<file path="src/rtl/fft_pkg.sv">
// Shared constants, FSM encoding and twiddle ROM layout helper for the
// radix-2 FFT twiddle/address sequencer.
package fft_pkg;

    localparam int FFT_SIZE       = 128;
    localparam int LOG2_N         = $clog2(FFT_SIZE);
    localparam int TWID_ADDR_SIZE = $clog2(FFT_SIZE - 1);
    localparam int STAGE_W        = (LOG2_N > 1) ? $clog2(LOG2_N) : 1;

    typedef enum logic [1:0] {
        ST_IDLE = 2'd0,
        ST_RUN  = 2'd1,
        ST_GAP  = 2'd2,
        ST_DONE = 2'd3
    } fsm_state_t;

    // Stage s twiddles start at 2^s-1 in the ROM (1+2+4+... packing).
    function automatic int unsigned twid_base(input int unsigned s);
        return (32'd1 << s) - 32'd1;
    endfunction

endpackage

</file>
<file path="src/rtl/fft_bfly_addr_calc.sv">
// Combinational butterfly address maths: (stage, j) -> data addresses and
// twiddle ROM address.
module fft_bfly_addr_calc #(
    parameter int FFT_SIZE       = fft_pkg::FFT_SIZE,
    parameter int LOG2_N         = $clog2(FFT_SIZE),
    parameter int STAGE_W        = (LOG2_N > 1) ? $clog2(LOG2_N) : 1,
    parameter int TWID_ADDR_SIZE = $clog2(FFT_SIZE - 1)
) (
    input  logic [STAGE_W-1:0]        stage_i,
    input  logic [LOG2_N-2:0]         j_i,
    output logic [LOG2_N-1:0]         addr_a_o,
    output logic [LOG2_N-1:0]         addr_b_o,
    output logic [TWID_ADDR_SIZE-1:0] rom_addr_o
);
    import fft_pkg::*;

    logic [LOG2_N-1:0] j_ext;
    logic [LOG2_N-1:0] span;
    logic [LOG2_N-1:0] k;
    logic [LOG2_N-1:0] grp;

    // Split j into group and in-group offset; the group index is re-spread
    // with a zero at bit s so addr_b is addr_a with that bit set.
    always_comb begin
        j_ext      = {1'b0, j_i};
        span       = LOG2_N'(1) << stage_i;
        k          = j_ext & (span - LOG2_N'(1));
        grp        = j_ext >> stage_i;
        addr_a_o   = ((grp << stage_i) << 1) + k;
        addr_b_o   = addr_a_o + span;
        rom_addr_o = TWID_ADDR_SIZE'(twid_base(32'(stage_i)) + 32'(k));
    end

endmodule

</file>
<file path="src/rtl/fft_twiddle_addr_gen.sv">
// Radix-2 in-place FFT butterfly sequencer. Walks stage s / butterfly j,
// presenting registered data addresses and twiddle ROM address with a
// valid/ready handshake. Optional inter-stage bubbles via TWID_STAGE_GAP_EN.
module fft_twiddle_addr_gen #(
    parameter int FFT_SIZE       = fft_pkg::FFT_SIZE,
    parameter int LOG2_N         = $clog2(FFT_SIZE),
    parameter int TWID_ADDR_SIZE = $clog2(FFT_SIZE - 1)
`ifdef TWID_STAGE_GAP_EN
    ,
    parameter int STAGE_GAP      = 4
`endif
) (
    input  logic                                         i_clk,
    input  logic                                         i_rst,
    input  logic                                         i_start,
    input  logic                                         i_ready,
    output logic                                         o_valid,
    output logic                                         o_rom_en,
    output logic [TWID_ADDR_SIZE-1:0]                    o_rom_addr,
    output logic [LOG2_N-1:0]                            o_addr_a,
    output logic [LOG2_N-1:0]                            o_addr_b,
    output logic [((LOG2_N > 1) ? $clog2(LOG2_N) : 1)-1:0] o_stage,
    output logic                                         o_last,
    output logic                                         o_busy,
    output logic                                         o_done
);
    import fft_pkg::*;

    localparam int STAGE_W = (LOG2_N > 1) ? $clog2(LOG2_N) : 1;
    localparam int JW      = LOG2_N - 1;
    localparam logic [JW-1:0]      J_LAST = JW'(FFT_SIZE / 2 - 1);
    localparam logic [STAGE_W-1:0] S_LAST = STAGE_W'(LOG2_N - 1);

    fsm_state_t state_q, state_d;
    logic [STAGE_W-1:0] s_q, s_d;
    logic [JW-1:0]      j_q, j_d;
    logic               valid_q, valid_d;
    logic               last_q, last_d;
    logic               busy_q, done_q;
    logic [LOG2_N-1:0]  addr_a_q, addr_b_q;
    logic [TWID_ADDR_SIZE-1:0] rom_addr_q;
    logic [STAGE_W-1:0] stage_q;

    logic [LOG2_N-1:0]         calc_a, calc_b;
    logic [TWID_ADDR_SIZE-1:0] calc_rom;
    logic                      xfer;

`ifdef TWID_STAGE_GAP_EN
    localparam int GAP_W = (STAGE_GAP > 1) ? $clog2(STAGE_GAP) : 1;
    localparam logic [GAP_W-1:0] GAP_LAST = GAP_W'(STAGE_GAP - 1);
    logic [GAP_W-1:0] gap_q, gap_d;
`endif

    // Addresses are computed from the next-state counters so every output
    // can be registered and still line up with o_valid.
    fft_bfly_addr_calc #(
        .FFT_SIZE       (FFT_SIZE),
        .LOG2_N         (LOG2_N),
        .STAGE_W        (STAGE_W),
        .TWID_ADDR_SIZE (TWID_ADDR_SIZE)
    ) u_calc (
        .stage_i    (s_d),
        .j_i        (j_d),
        .addr_a_o   (calc_a),
        .addr_b_o   (calc_b),
        .rom_addr_o (calc_rom)
    );

    // Next-state: counters advance only on a completed handshake.
    always_comb begin
        state_d = state_q;
        s_d     = s_q;
        j_d     = j_q;
        valid_d = valid_q;
`ifdef TWID_STAGE_GAP_EN
        gap_d   = gap_q;
`endif
        xfer    = valid_q && i_ready;
        case (state_q)
            ST_IDLE: begin
                if (i_start) begin
                    state_d = ST_RUN;
                    s_d     = '0;
                    j_d     = '0;
                    valid_d = 1'b1;
                end
            end
            ST_RUN: begin
                if (xfer) begin
                    if (j_q == J_LAST) begin
                        j_d = '0;
                        if (s_q == S_LAST) begin
                            state_d = ST_DONE;
                            valid_d = 1'b0;
                            s_d     = '0;
                        end else begin
                            s_d = s_q + 1'b1;
`ifdef TWID_STAGE_GAP_EN
                            state_d = ST_GAP;
                            valid_d = 1'b0;
                            gap_d   = '0;
`endif
                        end
                    end else begin
                        j_d = j_q + 1'b1;
                    end
                end
            end
`ifdef TWID_STAGE_GAP_EN
            ST_GAP: begin
                // Drain bubbles so the next stage never reads a stale word.
                if (gap_q == GAP_LAST) begin
                    state_d = ST_RUN;
                    valid_d = 1'b1;
                end else begin
                    gap_d = gap_q + 1'b1;
                end
            end
`endif
            ST_DONE: begin
                state_d = ST_IDLE;
            end
            default: begin
                state_d = ST_IDLE;
                valid_d = 1'b0;
            end
        endcase
        last_d = valid_d && (s_d == S_LAST) && (j_d == J_LAST);
    end

    // State and registered outputs; outputs read zero whenever not valid.
    always_ff @(posedge i_clk) begin
        if (i_rst) begin
            state_q    <= ST_IDLE;
            s_q        <= '0;
            j_q        <= '0;
            valid_q    <= 1'b0;
            last_q     <= 1'b0;
            busy_q     <= 1'b0;
            done_q     <= 1'b0;
            addr_a_q   <= '0;
            addr_b_q   <= '0;
            rom_addr_q <= '0;
            stage_q    <= '0;
`ifdef TWID_STAGE_GAP_EN
            gap_q      <= '0;
`endif
        end else begin
            state_q    <= state_d;
            s_q        <= s_d;
            j_q        <= j_d;
            valid_q    <= valid_d;
            last_q     <= last_d;
            busy_q     <= (state_d != ST_IDLE);
            done_q     <= (state_d == ST_DONE);
            addr_a_q   <= valid_d ? calc_a : '0;
            addr_b_q   <= valid_d ? calc_b : '0;
            rom_addr_q <= valid_d ? calc_rom : '0;
            stage_q    <= valid_d ? s_d : '0;
`ifdef TWID_STAGE_GAP_EN
            gap_q      <= gap_d;
`endif
        end
    end

    assign o_valid    = valid_q;
    assign o_rom_en   = valid_q;
    assign o_rom_addr = rom_addr_q;
    assign o_addr_a   = addr_a_q;
    assign o_addr_b   = addr_b_q;
    assign o_stage    = stage_q;
    assign o_last     = last_q;
    assign o_busy     = busy_q;
    assign o_done     = done_q;

endmodule

</file>
<file path="config.mk">
export PLATFORM = sky130hd
export DESIGN_NAME = fft_twiddle_addr_gen
export DESIGN_NICKNAME = d
export VERILOG_FILES = /design/src/rtl/fft_pkg.sv /design/src/rtl/fft_bfly_addr_calc.sv /design/src/rtl/fft_twiddle_addr_gen.sv
export SDC_FILE = /design/constraint.sdc
export NUM_CORES = 1
export LEC_CHECK = 0
export ABC_CLOCK_PERIOD_IN_PS = 9600
export CORE_ASPECT_RATIO = 2
export CORE_MARGIN = 2
export CORE_UTILIZATION = 59
export CTS_CLUSTER_DIAMETER = 100
export CTS_CLUSTER_SIZE = 20
export DETAILED_ROUTE_END_ITERATION = 6
export PLACE_DENSITY = 0.9
export SLEW_MARGIN = 20
export SYNTH_ARGS = -nofsm -noshare
export SYNTH_HDL_FRONTEND = slang
export SYNTH_SLANG_ARGS = --single-unit
</file>
<file path="constraint.sdc">
create_clock -name i_clk -period 9.6 [get_ports i_clk]
set_input_delay 1.92 -clock i_clk [delete_from_list [all_inputs] [get_ports i_clk]]
set_output_delay 1.92 -clock i_clk [all_outputs]
set_load 0.03 [all_outputs]
</file>
==> results of run 1 <==
worst min-delay path: cells and delay by family, from the launching register on:
kind / cells / cell delay (ns)
and+or+nand+nor: 1 / 0.11
AOI/OAI and AO/OA: 1 / 0.15
DFF: 1 / 0.40
cell families (layout without fill, tap and decap cells):
family | count (synthesis) | in the layout | share of synthesized area (%)
simple gates | 108 | 108 | 24.9
mux | 2 | 2 | 0.917
compound gates | 56 | 56 | 17.0
flops | 39 | 39 | 33.7
xor+xnor | 13 | 13 | 4.91
other cells | 1 | 1 | 0.162
buf+inv | 28 | 59 | 5.02
fa+ha+maj | 23 | 23 | 13.4
power groups by stage:
stage | logic, mW | registers [mW] | clock network, mW
after CTS | 0.0198 | 0.165 | 0.113
after detailed placement | 0.0196 | 0.169 | 0
after global placement | 0.0194 | 0.169 | 0
after global routing | 0.0213 | 0.166 | 0.118
after floorplan | 0.0110 | 0.171 | 0
final | 0.0198 | 0.165 | 0.112
final timing paths:
kind                      from                      to  cells after the start
max reg2reg  j_q[0]$_SDFF_PP0_  o_addr_b[6]$_SDFF_PP0_                     19
max                    i_ready  o_addr_b[6]$_SDFF_PP0_                     19
min          j_q[0]$_SDFF_PP0_       j_q[0]$_SDFF_PP0_                      2
min reg2reg  j_q[0]$_SDFF_PP0_       j_q[0]$_SDFF_PP0_                      2
metal layers:
metal  track usage, %  part of all wire, %
met1             23.8                   36
met2             49.5                   56
met3             3.55                  3.0
met4             16.2                  4.2
met5                0                    0
flip-flops by register name (all words and copies together), names as in the netlist:
signal	cells
state_q	2
o_rom_en	1
o_rom_addr	7
o_addr_b	7
o_busy	1
o_addr_a	7
j_q	6
o_stage	3
s_q	3
o_last	1
o_done	1
synthesized netlist by cell type (all sizes together), types with 4 or more instances:
cell and n:
nand4 4, or2 4, and2 8, a21oi 17
o21ai 5, a21o 10, nor3 12, nand3 8
nand2 12, xnor2 10, o21bai 5, dfxtp 39
nor2b 4, nor2 40, a211oi 5, ha 20
inv 20, buf 5
cell type report:
cell class              count  area [um2]
clock buffers               6        82.6
inverters                  20        75.1
clock inverters             1        5.00
fillers                   312        1050
multi-input cells         203        1420
repair buffers             32         320
flip-flops and latches     39         781
well taps                  51        63.8
==> results.rst, run 1 <==
.. list-table::
   :header-rows: 1

   * - Metric
     - Value
   * - Pwr dens
     - 108 nW/um2
   * - Final hold violations
     - 0
   * - Share of Yosys cell area claimed by the top area cell type
     - 33.7%
   * - Minimum clock period
     - between 6 and 7 ns
   * - Library cell contributing the largest single delay on the critical path
     - sky130_fd_sc_hd__clkdlybuf4s50_1
   * - Root cell of the clock tree
     - sky130_fd_sc_hd__clkbuf_8
   * - Arrival time at the worst endpoint
     - 6.58 ns
   * - Critical setup path kind
     - input pin to register
   * - Number of buffers inserted during clock tree synthesis
     - 5
   * - Cts-stage hold buffer count
     - 0
   * - Required time of the worst setup path
     - 9.79 ns
   * - Final number of max-transition violations
     - 0
   * - Timing-limited maximum frequency
     - 0.156 GHz
   * - Final net count
     - approximately 330
   * - Leakage
     - 1.18 nW
   * - List of cells traversed by the critical path
     - clkdlybuf4s50_1 > nand3_1 > o211ai_1 > and3_1 > nand3_1 > ha_1 > or2_2 > inv_1 > ha_1 > inv_1 > fa_1 > inv_1 > ha_1 > a211oi_1 > o21bai_1 > a21oi_1 > xnor2_1 > nor2_1 > a21bo_2
   * - Clock transition at the registers of the reported paths
     - around 0.070 ns
   * - Cell type with the largest total area after synthesis
     - sky130_fd_sc_hd__dfxtp_1
   * - RSZ-0062 raised after global routing
     - no
   * - Worst IR Drop VDD
     - about 0.091 mV
   * - Critical path buffer and inverter count
     - 4
   * - Max-cap viol count
     - 0
   * - Standard-cell row count
     - 32
   * - Mean area per synthesized cell
     - 8.59 um2
   * - Number of enable-type register cells in the synthesized netlist
     - 0
   * - Post-place setup slack
     - 2.98 ns
   * - Insertion delay of the later-clocked pin in the worst-skew pair
     - approximately 0.3 ns
   * - Tot Pwr
     - 298 uW
   * - Drt via density
     - 5.67
   * - Effective utilization at floorplan
     - 61.0%
   * - DR iter-0 viols
     - 48
   * - Detailed-route via count
     - 1997
   * - Fraction of power consumed by combinational cells
     - under 10%
   * - Result of the run
     - completed
   * - Cell Count, Final, Fillers Out
     - 352
   * - Maximum net fanout on the critical path
     - 12
   * - Sinks on the clock net
     - 39
   * - Die Area
     - 4480 um2
   * - Total net switching power
     - a little over 70 uW
   * - Total gr overflow
     - 0
   * - Maximum number of pins on one net before global-route repair
     - 18
   * - Post-detailed-route DRC marker count
     - 0
   * - Setup TNS Final
     - 0 ns
   * - Post-Route Skew
     - 0.00647 ns
   * - Area after DPL
     - 2660 um2
   * - Synth-to-layout area growth
     - 18.6%
   * - Sequential cell fraction of total power
     - 55.6%
   * - Portion of the post-synthesis area used by sequential elements
     - 33.7%
   * - Post-synth top flop
     - sky130_fd_sc_hd__dfxtp_1
   * - Hold slack final
     - 0.694 ns
   * - Initial antenna violation count
     - 0
   * - Fraction of power spent switching nets
     - 23.8%
   * - Total iterations of the first detailed-routing run
     - 4
   * - Crit share post-route
     - ~67%
   * - Number of global-route vias before repair
     - 1981
   * - Post-Synthesis Cells
     - 270
   * - Clock tree from TritonCTS
     - yes
   * - PortBufs
     - 32
   * - Most frequent cells in the layout
     - 40 x sky130_fd_sc_hd__nor2_1, 39 x sky130_fd_sc_hd__dfxtp_1, 32 x sky130_fd_sc_hd__clkdlybuf4s50_1
   * - Element type at the critical path end
     - register
   * - Internal portion of total power
     - 227 uW
   * - Startpoint types
     - input pin
   * - Netlist cell types
     - 50
   * - Clock network power share
     - a little under two fifths
   * - Non-Filler Cell Area, Final
     - 2750 um2
   * - Final worst-path setup slack
     - 3.21 ns
   * - Reg2reg setup slack
     - 4.75 ns
   * - Share of async-settable or async-resettable flops after synthesis
     - 0%
   * - Number of placed instances, taps included
     - between 300 and 400
   * - Number of top-level pins
     - 33
   * - Fraction of layout instances using a drive strength above 1
     - 9.30%
   * - H-tree lvl count
     - 2
   * - Post-CTS setup-driven buffer insertion count
     - 0
   * - Horizontal extent of the die
     - 48.3 um
   * - Antenna Violating Nets Remaining
     - 0
   * - Dpl hpwl
     - just over 4 mm
   * - Per-cell routed wire length
     - 14.8 um
   * - Global-route wire length before repair
     - 8.76 mm
   * - Utilization after layout
     - 72.3%
   * - Post-Synthesis Net Count
     - between 200 and 300
   * - Global-route usage over all layers
     - 25.4%
   * - Top area cells in the synthesized netlist
     - sky130_fd_sc_hd__dfxtp_1 34%, sky130_fd_sc_hd__ha_1 11%, sky130_fd_sc_hd__nor2_1 6.5%
   * - Count of inserted antenna diode cells
     - 0
   * - Max stage delay on crit path
     - 0.55 ns
   * - Worst slew margin relative to its limit
     - 41.5%
   * - Final WL
     - 5.22 mm
   * - Final Setup Violations
     - 0
   * - Total core area
     - 3800 um2
   * - Slew at the pin closest to its max-slew limit
     - 0.877 ns
   * - Family with the most delay on the worst path
     - adder cells
   * - Flip-flop and latch count after synthesis
     - 39
   * - Chip Height
     - between 90 and 100 um
   * - Hold Crit Class
     - register to register
   * - Weighted congestion at the end of routability-driven global placement
     - 0.857
   * - Maximum number of buffers from clock root to sink
     - 2
   * - Count of cells resized by post-cts repair
     - 0
   * - Total standard cell area after synthesis
     - 2320 um2
   * - Synthesis warning total
     - 0
   * - Most frequent standard cell in the layout excluding fill and tap cells
     - sky130_fd_sc_hd__nor2_1
No activity file was read; power rests on OpenSTA's default activity.
==> inputs of run 2 (changes only) <==
--- a/config.mk
+++ b/config.mk
@@ -5,14 +5,14 @@
 export SDC_FILE = /design/constraint.sdc
 export NUM_CORES = 1
 export LEC_CHECK = 0
-export ABC_CLOCK_PERIOD_IN_PS = 9600
+export ABC_CLOCK_PERIOD_IN_PS = 6300
 export CORE_ASPECT_RATIO = 2
 export CORE_MARGIN = 2
-export CORE_UTILIZATION = 59
+export CORE_UTILIZATION = 54
 export CTS_CLUSTER_DIAMETER = 100
 export CTS_CLUSTER_SIZE = 20
 export DETAILED_ROUTE_END_ITERATION = 6
-export PLACE_DENSITY = 0.9
+export PLACE_DENSITY = 0.84
 export SLEW_MARGIN = 20
 export SYNTH_ARGS = -nofsm -noshare
 export SYNTH_HDL_FRONTEND = slang
==> constraint.sdc (replaced) <==
create_clock -name i_clk -period 6.3 [get_ports i_clk]
set_input_delay 1.26 -clock i_clk [delete_from_list [all_inputs] [get_ports i_clk]]
set_output_delay 1.26 -clock i_clk [all_outputs]
set_load 0.03 [all_outputs]
==> run 2 against run 1 <==
Net effect:
- setup slack got worse by 2.5 ns
- global-route usage fell by 1.9 points
- die area rose by 8.7%
- sequential power rose by 53%
- largest cell class unchanged
- largest power group unchanged
==> results.rst, run 2 (synthesis gave the netlist of run 1 again) <==
.. list-table::
   :header-rows: 1

   * - Metric
     - Value
   * - Critical path buffer and inverter count
     - 4 (unchanged)
   * - Post-Route Skew
     - 0.00665 ns (+0.000176 ns)
   * - Setup TNS Final
     - 0 ns (unchanged)
   * - Final worst-path setup slack
     - 0.757 ns (-2.45 ns)
   * - Number of global-route vias before repair
     - 2046 (+3.3%)
   * - Maximum number of buffers from clock root to sink
     - 2 (unchanged)
   * - Horizontal extent of the die
     - 50.3 um (+4.1%)
   * - Timing-limited maximum frequency
     - 0.180 GHz
   * - Cts-stage hold buffer count
     - 0 (unchanged)
   * - Chip Height
     - 96.7 um (+4.3%)
   * - Startpoint types
     - input pin
   * - Element type at the critical path end
     - register
   * - Fill cells
     - 328 (+5.1%)
   * - Crit share post-route
     - 88.0%
   * - Arrival time at the worst endpoint
     - 5.73 ns (-0.85 ns)
   * - Final WL
     - 5.26 mm (+0.73%)
   * - Antenna Violating Nets Remaining
     - 0 (unchanged)
   * - Sequential cell fraction of total power
     - 54.3% (-1.3 points)
   * - Clock tree from TritonCTS
     - yes
   * - Detailed-route via count
     - 2006 (+0.45%)
   * - Maximum number of pins on one net before global-route repair
     - 18 (unchanged)
   * - Global-route wire length before repair
     - 8.94 mm (+2.0%)
   * - Final Setup Violations
     - 0 (unchanged)
   * - Total gr overflow
     - 0 (unchanged)
   * - Most frequent cells in the layout
     - 40 x sky130_fd_sc_hd__nor2_1, 39 x sky130_fd_sc_hd__dfxtp_1, 32 x sky130_fd_sc_hd__clkdlybuf4s50_1
   * - Number of top-level pins
     - 33 (unchanged)
   * - Initial antenna violation count
     - 0 (unchanged)
   * - H-tree lvl count
     - 2 (unchanged)
   * - Max-cap viol count
     - 0 (unchanged)
   * - Post-CTS setup-driven buffer insertion count
     - 0 (unchanged)
   * - Drt via density
     - 5.63 (-0.68%)
   * - DR iter-0 viols
     - 58 (+21%)
   * - Clock transition at the registers of the reported paths
     - 0.07 ns (about the same)
   * - Pwr dens
     - 167 nW/um2 (+54%)
   * - PortBufs
     - 32 (unchanged)
   * - Leakage
     - 1.20 nW (+1.2%)
   * - Number of placed instances, taps included
     - 348 (+0.87%)
   * - Sinks on the clock net
     - 39 (unchanged)
   * - Origin of the critical flop-to-flop path
     - j_q[0]$_SDFF_PP0_
   * - Count of cells resized by post-cts repair
     - 0 (unchanged)
   * - Insertion delay of the later-clocked pin in the worst-skew pair
     - 0.29 ns (about the same)
   * - Fraction of layout instances using a drive strength above 1
     - 9.87% (+0.57 points)
   * - Max stage delay on crit path
     - 0.53 ns (-0.02 ns)
   * - Family with the most delay on the worst path
     - adder cells
   * - Standard-cell row count
     - 33 (+3.1%)
   * - Fraction of power spent switching nets
     - 22.5% (-1.3 points)
   * - Internal portion of total power
     - 360 uW (+59%)
   * - Maximum net fanout on the critical path
     - 6 (-6)
   * - Final hold violations
     - 0 (unchanged)
   * - List of cells traversed by the critical path
     - clkdlybuf4s50_1 > nand3_1 > o211ai_1 > and3_1 > nand3_1 > ha_1 > or2_2 > inv_1 > ha_1 > inv_1 > fa_1 > inv_1 > ha_1 > a211oi_1 > o21bai_1 > a21oi_1 > xnor2_1 > nor2_1 > a21bo_2
   * - Result of the run
     - completed
   * - Clock network power share
     - 39.2% (+1.5 points)
   * - Post-detailed-route DRC marker count
     - 0 (unchanged)
   * - Critical setup path kind
     - input pin to register
   * - Total iterations of the first detailed-routing run
     - 4 (unchanged)
   * - Slew at the pin closest to its max-slew limit
     - 0.856 ns (-0.0211 ns)
   * - Per-cell routed wire length
     - 14.8 um (-0.40%)
   * - Hold Crit Class
     - register to register
   * - Count of inserted antenna diode cells
     - 0 (unchanged)
   * - Synth-to-layout area growth
     - 19.8%
   * - Global-route usage over all layers
     - 23.5% (-1.9 points)
   * - Final number of max-transition violations
     - 0 (unchanged)
   * - Dpl hpwl
     - 4.11 mm (-0.45%)
   * - Post-place setup slack
     - 0.497 ns (-2.48 ns)
   * - Minimum clock period
     - between 5 and 6 ns
   * - Total core area
     - 4130 um2 (+8.6%)
   * - Root cell of the clock tree
     - sky130_fd_sc_hd__clkbuf_8
   * - Most frequent standard cell in the layout excluding fill and tap cells
     - sky130_fd_sc_hd__nor2_1
   * - Final net count
     - 330 (+0.61%)
   * - Die Area
     - 4870 um2 (+8.7%)
   * - RSZ-0062 raised after global routing
     - no
   * - Source of the worst hold timing path
     - j_q[0]$_SDFF_PP0_
   * - Utilization after layout
     - 67.3% (-5.0 points)
   * - Library cell contributing the largest single delay on the critical path
     - sky130_fd_sc_hd__clkdlybuf4s50_1
   * - Worst slew margin relative to its limit
     - 42.9% (+1.4 points)
   * - Effective utilization at floorplan
     - 56.2% (-4.8 points)
   * - Cell Count, Final, Fillers Out
     - 356 (+1.1%)
   * - Worst IR Drop VDD
     - 0.176 mV (+94%)
   * - Critical path origin
     - i_ready
   * - Total net switching power
     - 104 uW (+48%)
   * - Fraction of power consumed by combinational cells
     - 6.6% (about the same)
   * - Weighted congestion at the end of routability-driven global placement
     - 0.893 (+4.2%)
   * - Number of buffers inserted during clock tree synthesis
     - 5 (unchanged)
   * - Required time of the worst setup path
     - 6.49 ns (-3.30 ns)
-- run 2: worst paths after layout --
path / end / slack [ns] / cells after the start
max: o_addr_b[6]$_SDFF_PP0_ / 0.76 / 19
max reg2reg: o_addr_b[6]$_SDFF_PP0_ / 1.64 / 19
min: j_q[0]$_SDFF_PP0_ / 0.68 / 2
min reg2reg: j_q[0]$_SDFF_PP0_ / 0.68 / 2
-- run 2: layer usage --
layer	global-route usage (%)	wire, um	part of all wire, %	vias to the layer above
li1	-	-	-	997
met1	23.4	1950	37	942
met2	43.9	2980	57	49
met3	3.09	119	2.3	18
met4	13.3	216	4.1	0
met5	0	0	0	-
-- run 2: worst register-to-register path, cell delays in order (launching register included) --
cell                       delay, ns
sky130_fd_sc_hd__dfxtp_1        0.38
sky130_fd_sc_hd__ha_1           0.24
sky130_fd_sc_hd__nand3_1        0.19
sky130_fd_sc_hd__o211ai_1       0.29
sky130_fd_sc_hd__and3_1         0.34
sky130_fd_sc_hd__nand3_1        0.21
sky130_fd_sc_hd__ha_1           0.32
sky130_fd_sc_hd__or2_2          0.30
sky130_fd_sc_hd__inv_1          0.06
sky130_fd_sc_hd__ha_1           0.19
sky130_fd_sc_hd__inv_1          0.06
sky130_fd_sc_hd__fa_1           0.50
sky130_fd_sc_hd__inv_1          0.05
sky130_fd_sc_hd__ha_1           0.33
sky130_fd_sc_hd__a211oi_1       0.32
sky130_fd_sc_hd__o21bai_1       0.12
sky130_fd_sc_hd__a21oi_1        0.19
sky130_fd_sc_hd__xnor2_1        0.16
sky130_fd_sc_hd__nor2_1         0.06
sky130_fd_sc_hd__a21bo_2        0.24
-- run 2: cell type report --
| type | instances | area (um2) | area share [%] |
|---|---|---|---|
| timing repair buffer | 34 | 335 | 12.1 |
| multi-input combinational | 203 | 1420 | 51.2 |
| sequential | 39 | 781 | 28.1 |
| clock buffer | 8 | 100 | 3.60 |
| tap | 52 | 65.1 | 2.34 |
| inverter | 20 | 75.1 | 2.70 |
-- run 2: power groups by stage --
stage,combinational [mW],clock [mW],sequential (mW)
final,0.0305,0.182,0.252
after CTS,0.0304,0.184,0.252
after global routing,0.0328,0.193,0.252
after floorplan,0.0168,0,0.260
after global placement,0.0301,0,0.257
after detailed placement,0.0302,0,0.257
-- run 2: stage by stage --
step / power, mW / hold slack, ns / area, um2
3_3_place_gp: 0.287 / 0.627 / 2680
2_1_floorplan: 0.277 / 0.584 / 2320
5_1_grt: 0.478 / 0.747 / 2780
3_5_place_dp: 0.288 / 0.654 / 2680
6_report: 0.464 / 0.684 / 2780
4_1_cts: 0.466 / 0.667 / 2780
==> inputs of run 3 (changes only) <==
--- a/config.mk
+++ b/config.mk
@@ -5,10 +5,11 @@
 export SDC_FILE = /design/constraint.sdc
 export NUM_CORES = 1
 export LEC_CHECK = 0
+export ABC_AREA = 1
 export ABC_CLOCK_PERIOD_IN_PS = 6300
 export CORE_ASPECT_RATIO = 2
 export CORE_MARGIN = 2
-export CORE_UTILIZATION = 54
+export CORE_UTILIZATION = 55
 export CTS_CLUSTER_DIAMETER = 100
 export CTS_CLUSTER_SIZE = 20
 export DETAILED_ROUTE_END_ITERATION = 6
==> run 3 against run 2 <==
Net effect:
- register-to-register slack got worse by 0.04 ns
- sequential cell count unchanged
- clock skew increased by 0.0020 ns
- final cell count up 28%
- hold slack got worse by 0.13 ns
==> results.rst, run 3 <==
.. list-table::
   :header-rows: 1

   * - Metric
     - Value
   * - Synth-to-layout area growth
     - 17.2%
   * - H-tree lvl count
     - 2 (unchanged)
   * - Total iterations of the first detailed-routing run
     - 4 (unchanged)
   * - Maximum number of pins on one net before global-route repair
     - 19 (+1)
   * - Internal portion of total power
     - 389 uW (+8.2%)
   * - Clock transition at the registers of the reported paths
     - 0.07 ns (about the same)
   * - Most frequent standard cell in the layout excluding fill and tap cells
     - sky130_fd_sc_hd__nor2_1
   * - Synth top cells by count
     - 61 x sky130_fd_sc_hd__nor2_1, 60 x sky130_fd_sc_hd__nand2_1, 51 x sky130_fd_sc_hd__inv_1, 39 x sky130_fd_sc_hd__dfxtp_1, 23 x sky130_fd_sc_hd__nand3_1
   * - Cts-stage hold buffer count
     - 0 (unchanged)
   * - Portion of the post-synthesis area used by sequential elements
     - 29.6% (-4.1 points)
   * - Post-synthesis adder-cell area fraction
     - 11.8% (-1.6 points)
   * - Per-cell routed wire length
     - 13.8 um (-6.8%)
   * - Maximum net fanout on the critical path
     - 12 (+6)
   * - Drt via density
     - 5.32 (-5.6%)
   * - Max-cap viol count
     - 0 (unchanged)
   * - Clock tree from TritonCTS
     - yes
   * - Pwr dens
     - 163 nW/um2 (-2.2%)
   * - Final WL
     - 6.29 mm (+20%)
   * - Standard-cell row count
     - 35 (+6.1%)
   * - Most frequent cells in the layout
     - 61 x sky130_fd_sc_hd__nor2_1, 60 x sky130_fd_sc_hd__nand2_1, 51 x sky130_fd_sc_hd__inv_1
   * - Total net switching power
     - 116 uW (+11%)
   * - Top area cells in the synthesized netlist
     - sky130_fd_sc_hd__dfxtp_1 30%, sky130_fd_sc_hd__ha_1 9.5%, sky130_fd_sc_hd__nor2_1 8.7%
   * - Fraction of power consumed by combinational cells
     - 7.2% (+0.6 points)
   * - Final number of max-transition violations
     - 0 (unchanged)
   * - Share of Yosys cell area claimed by the top area cell type
     - 29.6% (-4.1 points)
   * - Sinks on the clock net
     - 39 (unchanged)
   * - Root cell of the clock tree
     - sky130_fd_sc_hd__clkbuf_8
   * - Initial antenna violation count
     - 0 (unchanged)
   * - Final hold violations
     - 0 (unchanged)
   * - Detailed-route via count
     - 2431 (+21%)
   * - Worst IR Drop VDD
     - 0.141 mV (-20%)
   * - Netlist cell types
     - 40 (-20%)
   * - Minimum clock period
     - 5.65 ns (+0.104 ns)
   * - Post-Synthesis Cells
     - 367 (+36%)
   * - Cell type with the largest total area after synthesis
     - sky130_fd_sc_hd__dfxtp_1
   * - Xor/xnor share of the synthesized area
     - 1.66% (-3.2 points)
   * - Global-route wire length before repair
     - 10.5 mm (+18%)
   * - Tot Pwr
     - 505 uW (+8.8%)
   * - Flip-flop and latch count after synthesis
     - 39 (unchanged)
   * - Source of the worst hold timing path
     - j_q[3]$_SDFF_PP0_
   * - Worst Hold Path EP
     - j_q[3]$_SDFF_PP0_
   * - PortBufs
     - 32 (unchanged)
   * - Setup TNS Final
     - 0 ns (unchanged)
   * - Area share of and/or/nand/nor cells after synthesis
     - 36.3% (+11 points)
   * - Post-Synthesis Net Count
     - 394 (+33%)
   * - Sequential cell fraction of total power
     - 49.8% (-4.5 points)
   * - Arrival time at the worst endpoint
     - 5.84 ns (+0.11 ns)
   * - Number of buffers inserted during clock tree synthesis
     - 5 (unchanged)
   * - Crit share post-route
     - 89.6% (+1.6 points)
   * - Count of cells resized by post-cts repair
     - 0 (unchanged)
   * - Synthesis warning total
     - 0 (unchanged)
   * - Main combinational cell family by area after synthesis
     - simple AND/OR/NAND/NOR gates
   * - Count of cells along the worst hold path
     - 2 (unchanged)
   * - Slew at the pin closest to its max-slew limit
     - 0.559 ns (-0.297 ns)
   * - Global-route usage over all layers
     - 26.4% (+2.9 points)
   * - DR iter-0 viols
     - 47 (-19%)
   * - Post-detailed-route DRC marker count
     - 0 (unchanged)
   * - Hold Crit Class
     - register to register
   * - Element type at the critical path end
     - register
   * - Chip Height
     - 102 um (+5.4%)
   * - Clock network power share
     - 43.0% (+3.8 points)
   * - Required time of the worst setup path
     - 6.49 ns (about the same)
   * - Post-Route Skew
     - 0.00863 ns (+0.00198 ns)
   * - Capture point of the worst reg-to-reg path
     - o_addr_b[6]$_SDFF_PP0_
   * - Total standard cell area after synthesis
     - 2640 um2 (+14%)
   * - Final net count
     - 428 (+30%)
   * - Leakage
     - 1.44 nW (+20%)
   * - Synthesized-area fraction occupied by ao, oa, aoi and oai cells
     - 9.68% (-7.3 points)
   * - Number of global-route vias before repair
     - 2480 (+21%)
   * - Result of the run
     - completed
   * - Fraction of layout instances using a drive strength above 1
     - 14.4% (+4.6 points)
   * - Maximum number of buffers from clock root to sink
     - 2 (unchanged)
   * - Die Area
     - 5400 um2 (+11%)
   * - Mean area per synthesized cell
     - 7.18 um2 (-16%)
   * - Insertion delay of the later-clocked pin in the worst-skew pair
     - 0.30 ns (about the same)
   * - Total core area
     - 4600 um2 (+11%)
   * - Reg2Reg Depth
     - 28 (+9)
   * - Leading cell type by number of instances after synthesis
     - sky130_fd_sc_hd__nor2_1
   * - Number of top-level pins
     - 33 (unchanged)
   * - Number of enable-type register cells in the synthesized netlist
     - 0 (unchanged)
   * - Total gr overflow
     - 0 (unchanged)
   * - Weighted congestion at the end of routability-driven global placement
     - 0.977 (+9.5%)
   * - RSZ-0062 raised after global routing
     - no
   * - Timing-limited maximum frequency
     - 0.177 GHz (-1.8%)
   * - Post-synth top flop
     - sky130_fd_sc_hd__dfxtp_1
   * - Share of async-settable or async-resettable flops after synthesis
     - 0% (unchanged)
   * - Fraction of power spent switching nets
     - 22.9% (+0.39 points)
   * - Effective utilization at floorplan
     - 57.3% (+1.2 points)
   * - Horizontal extent of the die
     - 53.0 um (+5.2%)
   * - Origin of the critical flop-to-flop path
     - j_q[0]$_SDFF_PP0_
   * - Count of inserted antenna diode cells
     - 0 (unchanged)
   * - Critical setup path kind
     - input pin to register
   * - Worst slew margin relative to its limit
     - 62.5% (+20 points)
   * - Post-CTS setup-driven buffer insertion count
     - 0 (unchanged)
   * - Startpoint types
     - input pin
   * - Dpl hpwl
     - 5.01 mm (+22%)
   * - Reg2reg setup slack
     - 1.60 ns (-0.04 ns)
   * - Antenna Violating Nets Remaining
     - 0 (unchanged)
   * - Final Setup Violations
     - 0 (unchanged)
   * - Post-synthesis mux area share
     - 0% (-0.92 points)
[run 3: cell count changes in the layout (fill, tap and decap cells not counted), sizes merged, moves of 7 or more]
cell,change
nor2,+32
xnor2,-7
and2,-7
a21o,-9
o21ai,+14
inv,+37
nand2,+65
nand3,+22
[run 3: worst max-delay path, cell delays in order]
cell	delay, ns
sky130_fd_sc_hd__clkdlybuf4s50_1	0.56
sky130_fd_sc_hd__nand2_4	0.12
sky130_fd_sc_hd__nor2_8	0.15
sky130_fd_sc_hd__nand3_2	0.09
sky130_fd_sc_hd__nand2_2	0.09
sky130_fd_sc_hd__nand2_2	0.08
sky130_fd_sc_hd__a21boi_4	0.36
sky130_fd_sc_hd__nand2_4	0.09
sky130_fd_sc_hd__nor2_1	0.26
sky130_fd_sc_hd__inv_1	0.11
sky130_fd_sc_hd__ha_1	0.23
sky130_fd_sc_hd__inv_1	0.09
sky130_fd_sc_hd__nor2_1	0.06
sky130_fd_sc_hd__nor3_2	0.18
sky130_fd_sc_hd__inv_2	0.07
sky130_fd_sc_hd__fa_1	0.44
sky130_fd_sc_hd__nor2_1	0.19
sky130_fd_sc_hd__nor2_1	0.06
sky130_fd_sc_hd__ha_1	0.33
sky130_fd_sc_hd__a21oi_1	0.14
sky130_fd_sc_hd__and2_1	0.13
sky130_fd_sc_hd__inv_1	0.05
sky130_fd_sc_hd__a21o_1	0.15
sky130_fd_sc_hd__a21oi_1	0.15
sky130_fd_sc_hd__xnor2_1	0.16
sky130_fd_sc_hd__nand3_1	0.11
sky130_fd_sc_hd__nand2_1	0.06
sky130_fd_sc_hd__nor2_1	0.04
[run 3: kinds of logic after synthesis]
kind of cell | Yosys count
XOR/XNOR | 5
AND/OR/NAND/NOR | 190
buffers and inverters | 65
AO/OA/AOI/OAI | 44
flip-flops | 39
other | 1
adder cells (fa/ha/maj) | 23
[run 3: stage by stage]
stage	hold slack [ns]	utilization, %	cells	setup WS [ns]	area [um2]
6_report	0.550	67.2	457	0.653	3090
5_1_grt	0.601	67.2	457	0.149	3090
4_1_cts	0.545	67.2	457	0.654	3090
3_5_place_dp	0.533	64.6	449	0.360	2970
3_3_place_gp	0.525	64.6	449	0.559	2970
2_1_floorplan	0.499	-	367	1.40	2640
[run 3: final cells by class]
class                      instances  area, um2
clock buffer                       6       82.6
clock inverter                     2       35.0
fill                             402       1510
inverter                          58        218
multi-input combinational        263       1570
sequential                        39        781
tap                               55       68.8
timing repair buffer              34        335
[run 3: routing by layer]
layer	vias to the layer above	GRT usage [%]	wire length, um
met4	0	20.1	445
met2	66	49.2	3490
li1	1233	-	-
met5	-	0	0
met3	32	2.78	183
met1	1100	24.5	2170
[run 3: worst max-delay path by stage]
stage	to	slack [ns]	cells past startpoint	from
after detailed placement	o_addr_b[6]$_SDFF_PP0_	0.36	28	i_ready
after floorplan	o_addr_b[6]$_SDFF_PP0_	1.40	28	i_ready
after global routing	o_addr_b[6]$_SDFF_PP0_	0.15	28	i_ready
after global placement	o_addr_b[6]$_SDFF_PP0_	0.56	27	i_ready
final	o_addr_b[6]$_SDFF_PP0_	0.65	28	i_ready
after CTS	o_addr_b[6]$_SDFF_PP0_	0.65	28	i_ready
[run 3: power groups by stage]
stage / Clock (mW) / Combinational, mW / Sequential [mW]
final: 0.217 / 0.0364 / 0.252
after global routing: 0.228 / 0.0397 / 0.252
after CTS: 0.220 / 0.0364 / 0.252
after detailed placement: 0 / 0.0362 / 0.257
after global placement: 0 / 0.0358 / 0.257
after floorplan: 0 / 0.0193 / 0.261
